**config.mk**
```make
export PLATFORM = sky130hd
export DESIGN_NAME = pp_gen_8
export DESIGN_NICKNAME = d
export VERILOG_FILES = /design/src/rtl/pp_gen_8.sv
export SDC_FILE = /design/constraint.sdc
export NUM_CORES = 2
export LEC_CHECK = 0
export CORE_MARGIN = 2
export CORE_UTILIZATION = 44
export DETAILED_ROUTE_END_ITERATION = 10
export PLACE_DENSITY = 0.73
export SETUP_SLACK_MARGIN = 0.05
export SYNTH_ARGS = -nofsm -noshare
export SYNTH_HDL_FRONTEND = slang
export SYNTH_SLANG_ARGS = --single-unit
export TNS_END_PERCENT = 50
```
**constraint.sdc**
```tcl
create_clock -name clk -period 8.3 [get_ports clk]
set_clock_uncertainty 0.2 [all_clocks]
set_input_delay 1.66 -clock clk [delete_from_list [all_inputs] [get_ports clk]]
set_output_delay 1.66 -clock clk [all_outputs]
set_load 0.01 [all_outputs]
```
**src/rtl/pp_gen_8.sv**
```systemverilog
// pp_gen_8 -- partial-product generator feeding carry_save_8.
//
// Accepts one 32-bit operand pair plus element width through a valid/ready
// handshake, forms the 8x8 unsigned byte partial products with eight
// multipliers and presents them as one beat (sew 8/16) or two beats (sew 32)
// in the lane order carry_save_8 consumes.
//
// Notation: Ai = op_a[8i+7:8i], Bj = op_b[8j+7:8j], PP[k] = A(k%4)*B(k/4).
//
// Ports:
//   clk, reset             clock, synchronous active-high reset
//   in_valid, in_ready     operand handshake
//   op_a, op_b             32-bit multiplicand / multiplier
//   sew_in                 element width: 00=8b, 01=16b, 10=32b, 11=reserved
//   start                  mult_out_* carry a valid beat
//   sew                    sew of the operation in flight (held when idle)
//   beat                   0=first beat, 1=second beat
//   last                   current beat is the final beat of the operation
//   mult_out_1..mult_out_8 16-bit partial products
//
// Optional feature (macro PP_OUT_REG_EN): adds one register stage on every
// output, making the output latency accept+2. in_ready is unaffected.

module pp_gen_8 #(
  parameter int NUM_MUL = 8,
  parameter int PP_W    = 16
) (
  input  logic                   clk,
  input  logic                   reset,
  input  logic                   in_valid,
  output logic                   in_ready,
  input  logic [31:0]            op_a,
  input  logic [31:0]            op_b,
  input  logic [1:0]             sew_in,
  output logic                   start,
  output logic [1:0]             sew,
  output logic                   beat,
  output logic                   last,
  output logic signed [PP_W-1:0] mult_out_1,
  output logic signed [PP_W-1:0] mult_out_2,
  output logic signed [PP_W-1:0] mult_out_3,
  output logic signed [PP_W-1:0] mult_out_4,
  output logic signed [PP_W-1:0] mult_out_5,
  output logic signed [PP_W-1:0] mult_out_6,
  output logic signed [PP_W-1:0] mult_out_7,
  output logic signed [PP_W-1:0] mult_out_8
);

  localparam logic [1:0] IDLE  = 2'd0;
  localparam logic [1:0] BEAT0 = 2'd1;
  localparam logic [1:0] BEAT1 = 2'd2;

  localparam logic [1:0] SEW_8  = 2'b00;
  localparam logic [1:0] SEW_16 = 2'b01;
  localparam logic [1:0] SEW_32 = 2'b10;

  logic [1:0]      state;
  logic [31:0]     op_a_q;
  logic [31:0]     op_b_q;
  logic [1:0]      sew_r;
  logic            start_r;
  logic            beat_r;
  logic            last_r;
  logic [PP_W-1:0] mult_r [NUM_MUL];

  logic            accept;
  logic [31:0]     src_a;
  logic [31:0]     src_b;
  logic [1:0]      src_sew;
  logic            second;
  logic [1:0]      a_sel   [NUM_MUL];
  logic [1:0]      b_sel   [NUM_MUL];
  logic            lane_en [NUM_MUL];
  logic [PP_W-1:0] prod    [NUM_MUL];

  // A sew=32 operation blocks new input only while its first beat is out,
  // so back-to-back operations flow without a bubble.
  assign in_ready = (state == IDLE) || (state == BEAT1) ||
                    ((state == BEAT0) && (sew_r != SEW_32));
  assign accept   = in_valid && in_ready;

  // The multipliers are shared: on accept they see the live operands (beat 0
  // is registered on the accepting edge); otherwise they see the latched
  // operands, which is only used for the second beat of a sew=32 op.
  assign src_a   = accept ? op_a   : op_a_q;
  assign src_b   = accept ? op_b   : op_b_q;
  assign src_sew = accept ? sew_in : sew_r;
  assign second  = !accept;

  // Byte selection per lane.
  always_comb begin
    for (int k = 0; k < NUM_MUL; k++) begin
      a_sel[k]   = 2'd0;
      b_sel[k]   = 2'd0;
      lane_en[k] = 1'b0;
      case (src_sew)
        SEW_32: begin
          a_sel[k]   = 2'(k % 4);
          b_sel[k]   = 2'(k / 4) + (second ? 2'd2 : 2'd0);
          lane_en[k] = 1'b1;
        end
        SEW_16: begin
          // Lanes 0-3 cover element 0 (A0,A1 x B0,B1), lanes 4-7 element 1.
          a_sel[k]   = {k[2], k[0]};
          b_sel[k]   = {k[2], k[1]};
          lane_en[k] = 1'b1;
        end
        SEW_8: begin
          a_sel[k]   = 2'(k % 4);
          b_sel[k]   = 2'(k % 4);
          lane_en[k] = (k < 4);
        end
        default: begin
          lane_en[k] = 1'b0;
        end
      endcase
    end
  end

  // The eight 8x8 unsigned multipliers.
  always_comb begin
    for (int k = 0; k < NUM_MUL; k++) begin
      prod[k] = '0;
      if (lane_en[k]) begin
        prod[k] = PP_W'({8'd0, src_a[8*a_sel[k] +: 8]} *
                        {8'd0, src_b[8*b_sel[k] +: 8]});
      end
    end
  end

  // Sequencer and beat registers. The sew output holds between operations.
  always_ff @(posedge clk) begin
    if (reset) begin
      state   <= IDLE;
      op_a_q  <= '0;
      op_b_q  <= '0;
      sew_r   <= SEW_8;
      start_r <= 1'b0;
      beat_r  <= 1'b0;
      last_r  <= 1'b0;
      for (int k = 0; k < NUM_MUL; k++) mult_r[k] <= '0;
    end else if (accept) begin
      state   <= BEAT0;
      op_a_q  <= op_a;
      op_b_q  <= op_b;
      sew_r   <= sew_in;
      start_r <= 1'b1;
      beat_r  <= 1'b0;
      last_r  <= (sew_in != SEW_32);
      for (int k = 0; k < NUM_MUL; k++) mult_r[k] <= prod[k];
    end else if ((state == BEAT0) && (sew_r == SEW_32)) begin
      state   <= BEAT1;
      start_r <= 1'b1;
      beat_r  <= 1'b1;
      last_r  <= 1'b1;
      for (int k = 0; k < NUM_MUL; k++) mult_r[k] <= prod[k];
    end else begin
      state   <= IDLE;
      start_r <= 1'b0;
      beat_r  <= 1'b0;
      last_r  <= 1'b0;
      for (int k = 0; k < NUM_MUL; k++) mult_r[k] <= '0;
    end
  end

`ifdef PP_OUT_REG_EN
  logic            start_o;
  logic [1:0]      sew_o;
  logic            beat_o;
  logic            last_o;
  logic [PP_W-1:0] mult_o [NUM_MUL];

  // Extra output stage: same beat sequence, one cycle later.
  always_ff @(posedge clk) begin
    if (reset) begin
      start_o <= 1'b0;
      sew_o   <= 2'b00;
      beat_o  <= 1'b0;
      last_o  <= 1'b0;
      for (int k = 0; k < NUM_MUL; k++) mult_o[k] <= '0;
    end else begin
      start_o <= start_r;
      sew_o   <= sew_r;
      beat_o  <= beat_r;
      last_o  <= last_r;
      for (int k = 0; k < NUM_MUL; k++) mult_o[k] <= mult_r[k];
    end
  end

  assign start      = start_o;
  assign sew        = sew_o;
  assign beat       = beat_o;
  assign last       = last_o;
  assign mult_out_1 = mult_o[0];
  assign mult_out_2 = mult_o[1];
  assign mult_out_3 = mult_o[2];
  assign mult_out_4 = mult_o[3];
  assign mult_out_5 = mult_o[4];
  assign mult_out_6 = mult_o[5];
  assign mult_out_7 = mult_o[6];
  assign mult_out_8 = mult_o[7];
`else
  assign start      = start_r;
  assign sew        = sew_r;
  assign beat       = beat_r;
  assign last       = last_r;
  assign mult_out_1 = mult_r[0];
  assign mult_out_2 = mult_r[1];
  assign mult_out_3 = mult_r[2];
  assign mult_out_4 = mult_r[3];
  assign mult_out_5 = mult_r[4];
  assign mult_out_6 = mult_r[5];
  assign mult_out_7 = mult_r[6];
  assign mult_out_8 = mult_r[7];
`endif

endmodule

```
==> out/results.ini <==
[sta]
tightest_slew_ns = 0.851
finalHoldViolCount = 0
fmax_mhz = 125
min_period_over_period = 0.962
grt_setup_unrepaired = true
fin_crit_ns = 7.99
drv_slew = 0
setup_viol = 0
slew_headroom = 0.432

[final_layout]
fin_cells = 4021
drive_gt1_frac = 0.140
nNetsFinal = 3892
utilization = 0.547
syn_to_final_growth_pct = 23.0
finish.instance_area_um2 = 30800

[synth]
synth.most_common_cell = nor2_1
synth_cell_types = 74
synth_top_area_cell = fa_1
synth_seq_area_share = 0.185
avgSynthCellArea_um2 = 9.19
yosysWarnings = 0
netlist_top_cells_count = 465 x nor2_1, 438 x inv_1, 292 x ha_1
synth_top_area_share = 0.230
ys_async_sr_fraction = 0
synthFlopType = dfxtp_1
ys_ff_latch = 199
synth_area_um2 = 25100
syn_inst = 2727
synth_edf_count = 64
synth_area_leaders = fa_1 23%, ha_1 15%, dfxtp_1 11%, edfxtp_1 7.7%, nor2_1 7.0%

[run]
max_cap_violations = 0

[critical_path]
crit_type = input pin to register
r2r-start = state[0]$_SDFF_PP0_
r2r_end = mult_r[0][44]$_SDFFCE_PP0P_
required_ns = 8.34
crit_start = in_valid
ff2ff_path_depth = 22
start_kind = input pin
r2r_slack_ns = 1.50
cp.arrival_ns = 8.02
path_max_fanout = 16
end_kind = register

[detailed_routing]
routedWlPerCell_um = 17.0
vias = 20900
firstDrtPassIters = 6
drc_errors = 0
via_per_inst = 5.19
finalWirelength_um = 68200
initialDrtViolationCount = 1328
final_antenna_net_count = 0

[die]
core_area_um2 = 56400
io_pins = 203
dieArea_um2 = 58900
die_h_um = 243
rows = 87
die_w_um = 243
start_util = 0.444

[pwr]
power.leakage_nw = 15.2
p_sw_mw = 4.43
combPwrFrac = 0.780
powerDensity_nw_per_um2 = 313
finalPower_mw = 9.64
swShare = 0.460
clockPowerShare = 0.088
seq_power_share = 0.132
irDropWorstVdd_v = 0.000256
intPower_mw = 5.21

[cts]
cts_tree = done
htree_levels = 4
root_buffer = clkbuf_16
path_clk_slew_ns = 0.08
clock_sinks = 199
insertion_delay_ns = 0.52
cts_buffers = 17
clock_path_buffers = 2

[grt]
groute.usage.overall = 0.236
antenna_found_initial = 5
grt_pass1_wl_um = 110000
grt_max_degree = 70
gr-total-overflow = 0
grt_pass1_vias = 21100

[place]
dp.cells = 3980
dpl.hpwl_um = 56500
place.gp.congestion = 0.994
dpl_cell_area_um2 = 30200
port_buffers = 202

[worst_hold_path]
worstHoldEndpoint = op_a_q[8]$_SDFF_PP0_
min_path_cells = 2
holdCritPathClass = register to register
worstHoldStart = op_a_q[8]$_SDFF_PP0_

[status]
outcome = finished, final reports clean

[worst max-delay path: stages]
cell and delay [ns]:
clkdlybuf4s50_1 0.48, a21bo_2 0.26, nor2_1 0.04, or2_1 0.29, ha_1 0.28, o211ai_1 0.27, a21o_1 0.25, buf_12 0.18
mux2i_1 0.48, mux2_2 0.31, buf_4 0.13, nand2_1 0.07, fa_1 0.51, fa_1 0.50, inv_1 0.05, fa_1 0.51
fa_1 0.42, ha_1 0.20, or3_1 0.39, a2111oi_0 0.39, nor3_1 0.13, xnor2_1 0.16, nor2_1 0.06
[area by class of cell]
cell class | count | area, um2
fill | 5133 | 25600
multi-input combinational | 2082 | 18700
sequential | 199 | 4620
timing repair buffer | 500 | 4330
inverter | 443 | 1660
tap | 756 | 946
clock buffer | 18 | 429
clock inverter | 14 | 139
antenna | 9 | 22.5
[metal layers]
| metal | part of all wire | vias up | GRT usage | routed length (um) |
|---|---|---|---|---|
| li1 | - | 9893 | - | - |
| met1 | 0.41 | 10000 | 0.299 | 28100 |
| met2 | 0.46 | 752 | 0.381 | 31600 |
| met3 | 0.080 | 174 | 0.0596 | 5460 |
| met4 | 0.044 | 2 | 0.109 | 3000 |
| met5 | 0.00016 | - | 0 | 11 |
[worst max path at each step]
stage / to / slack [ns] / cells after the start
floorplan: mult_r[1][29]$_SDFFE_PP0P_ / 0.1 / 27
CTS: mult_r[0][45]$_SDFFCE_PP0P_ / 0.37 / 24
finish: mult_r[0][44]$_SDFFCE_PP0P_ / 0.31 / 23
detailed placement: mult_r[0][45]$_SDFFCE_PP0P_ / -0.12 / 24
global route: mult_r[1][47]$_SDFFE_PP0P_ / 0.03 / 24
global placement: mult_r[0][44]$_SDFFCE_PP0P_ / 0.001 / 24
[repair_timing]
action	CTS	global route
buffers inserted	0	0
gates resized for setup	0	3
hold buffers	0	0
setup endpoints to repair	0	3
[power by group through the flow]
stage,Sequential [mW],Combinational [mW],Clock [mW]
2_1_floorplan,1.36,4.83,0
3_3_place_gp,1.29,7.39,0
3_5_place_dp,1.29,7.50,0
4_1_cts,1.27,7.57,0.875
5_1_grt,1.29,8.57,0.909
6_report,1.27,7.52,0.849
[flip-flops by register name, indices dropped and copies added, names as in the netlist]
signal,flops
sew,2
start,1
op_b_q,32
last,1
beat,1
state,2
mult_r,128
op_a_q,32
[stage by stage]
step           setup WS, ns  setup TNS (ns)  hold slack, ns
2_1_floorplan        0.0962               0           0.236
3_3_place_gp        0.00138               0           0.253
3_5_place_dp         -0.120          -0.331           0.256
4_1_cts               0.374               0           0.267
5_1_grt              0.0338               0           0.306
6_report              0.313               0           0.275
[placed cells by master, fill, tap and decap left out, types with 97 or more instances in the layout]
| master | Yosys | layout |
|---|---|---|
| inv_1 | 438 | 438 |
| buf_4 | 1 | 292 |
| nor2_1 | 465 | 465 |
| mux2i_1 | 99 | 97 |
| ha_1 | 292 | 292 |
| fa_1 | 288 | 288 |
| nand2_1 | 156 | 155 |
| dfxtp_1 | 135 | 135 |
| clkdlybuf4s50_1 | 0 | 201 |
[logic make-up (layout without fill, tap and decap cells)]
| group | after synthesis | in the layout | synth area share |
|---|---|---|---|
| buf+inv | 509 | 975 | 0.0804 |
| fa+ha+maj | 580 | 580 | 0.376 |
| xor+xnor | 75 | 75 | 0.0262 |
| mux | 189 | 189 | 0.0979 |
| flops | 199 | 199 | 0.185 |
| simple gates | 858 | 858 | 0.150 |
| compound gates | 316 | 316 | 0.0850 |
| other cells | 1 | 73 | 0.000150 |
Note: power is estimated with default switching activity, not from simulation.
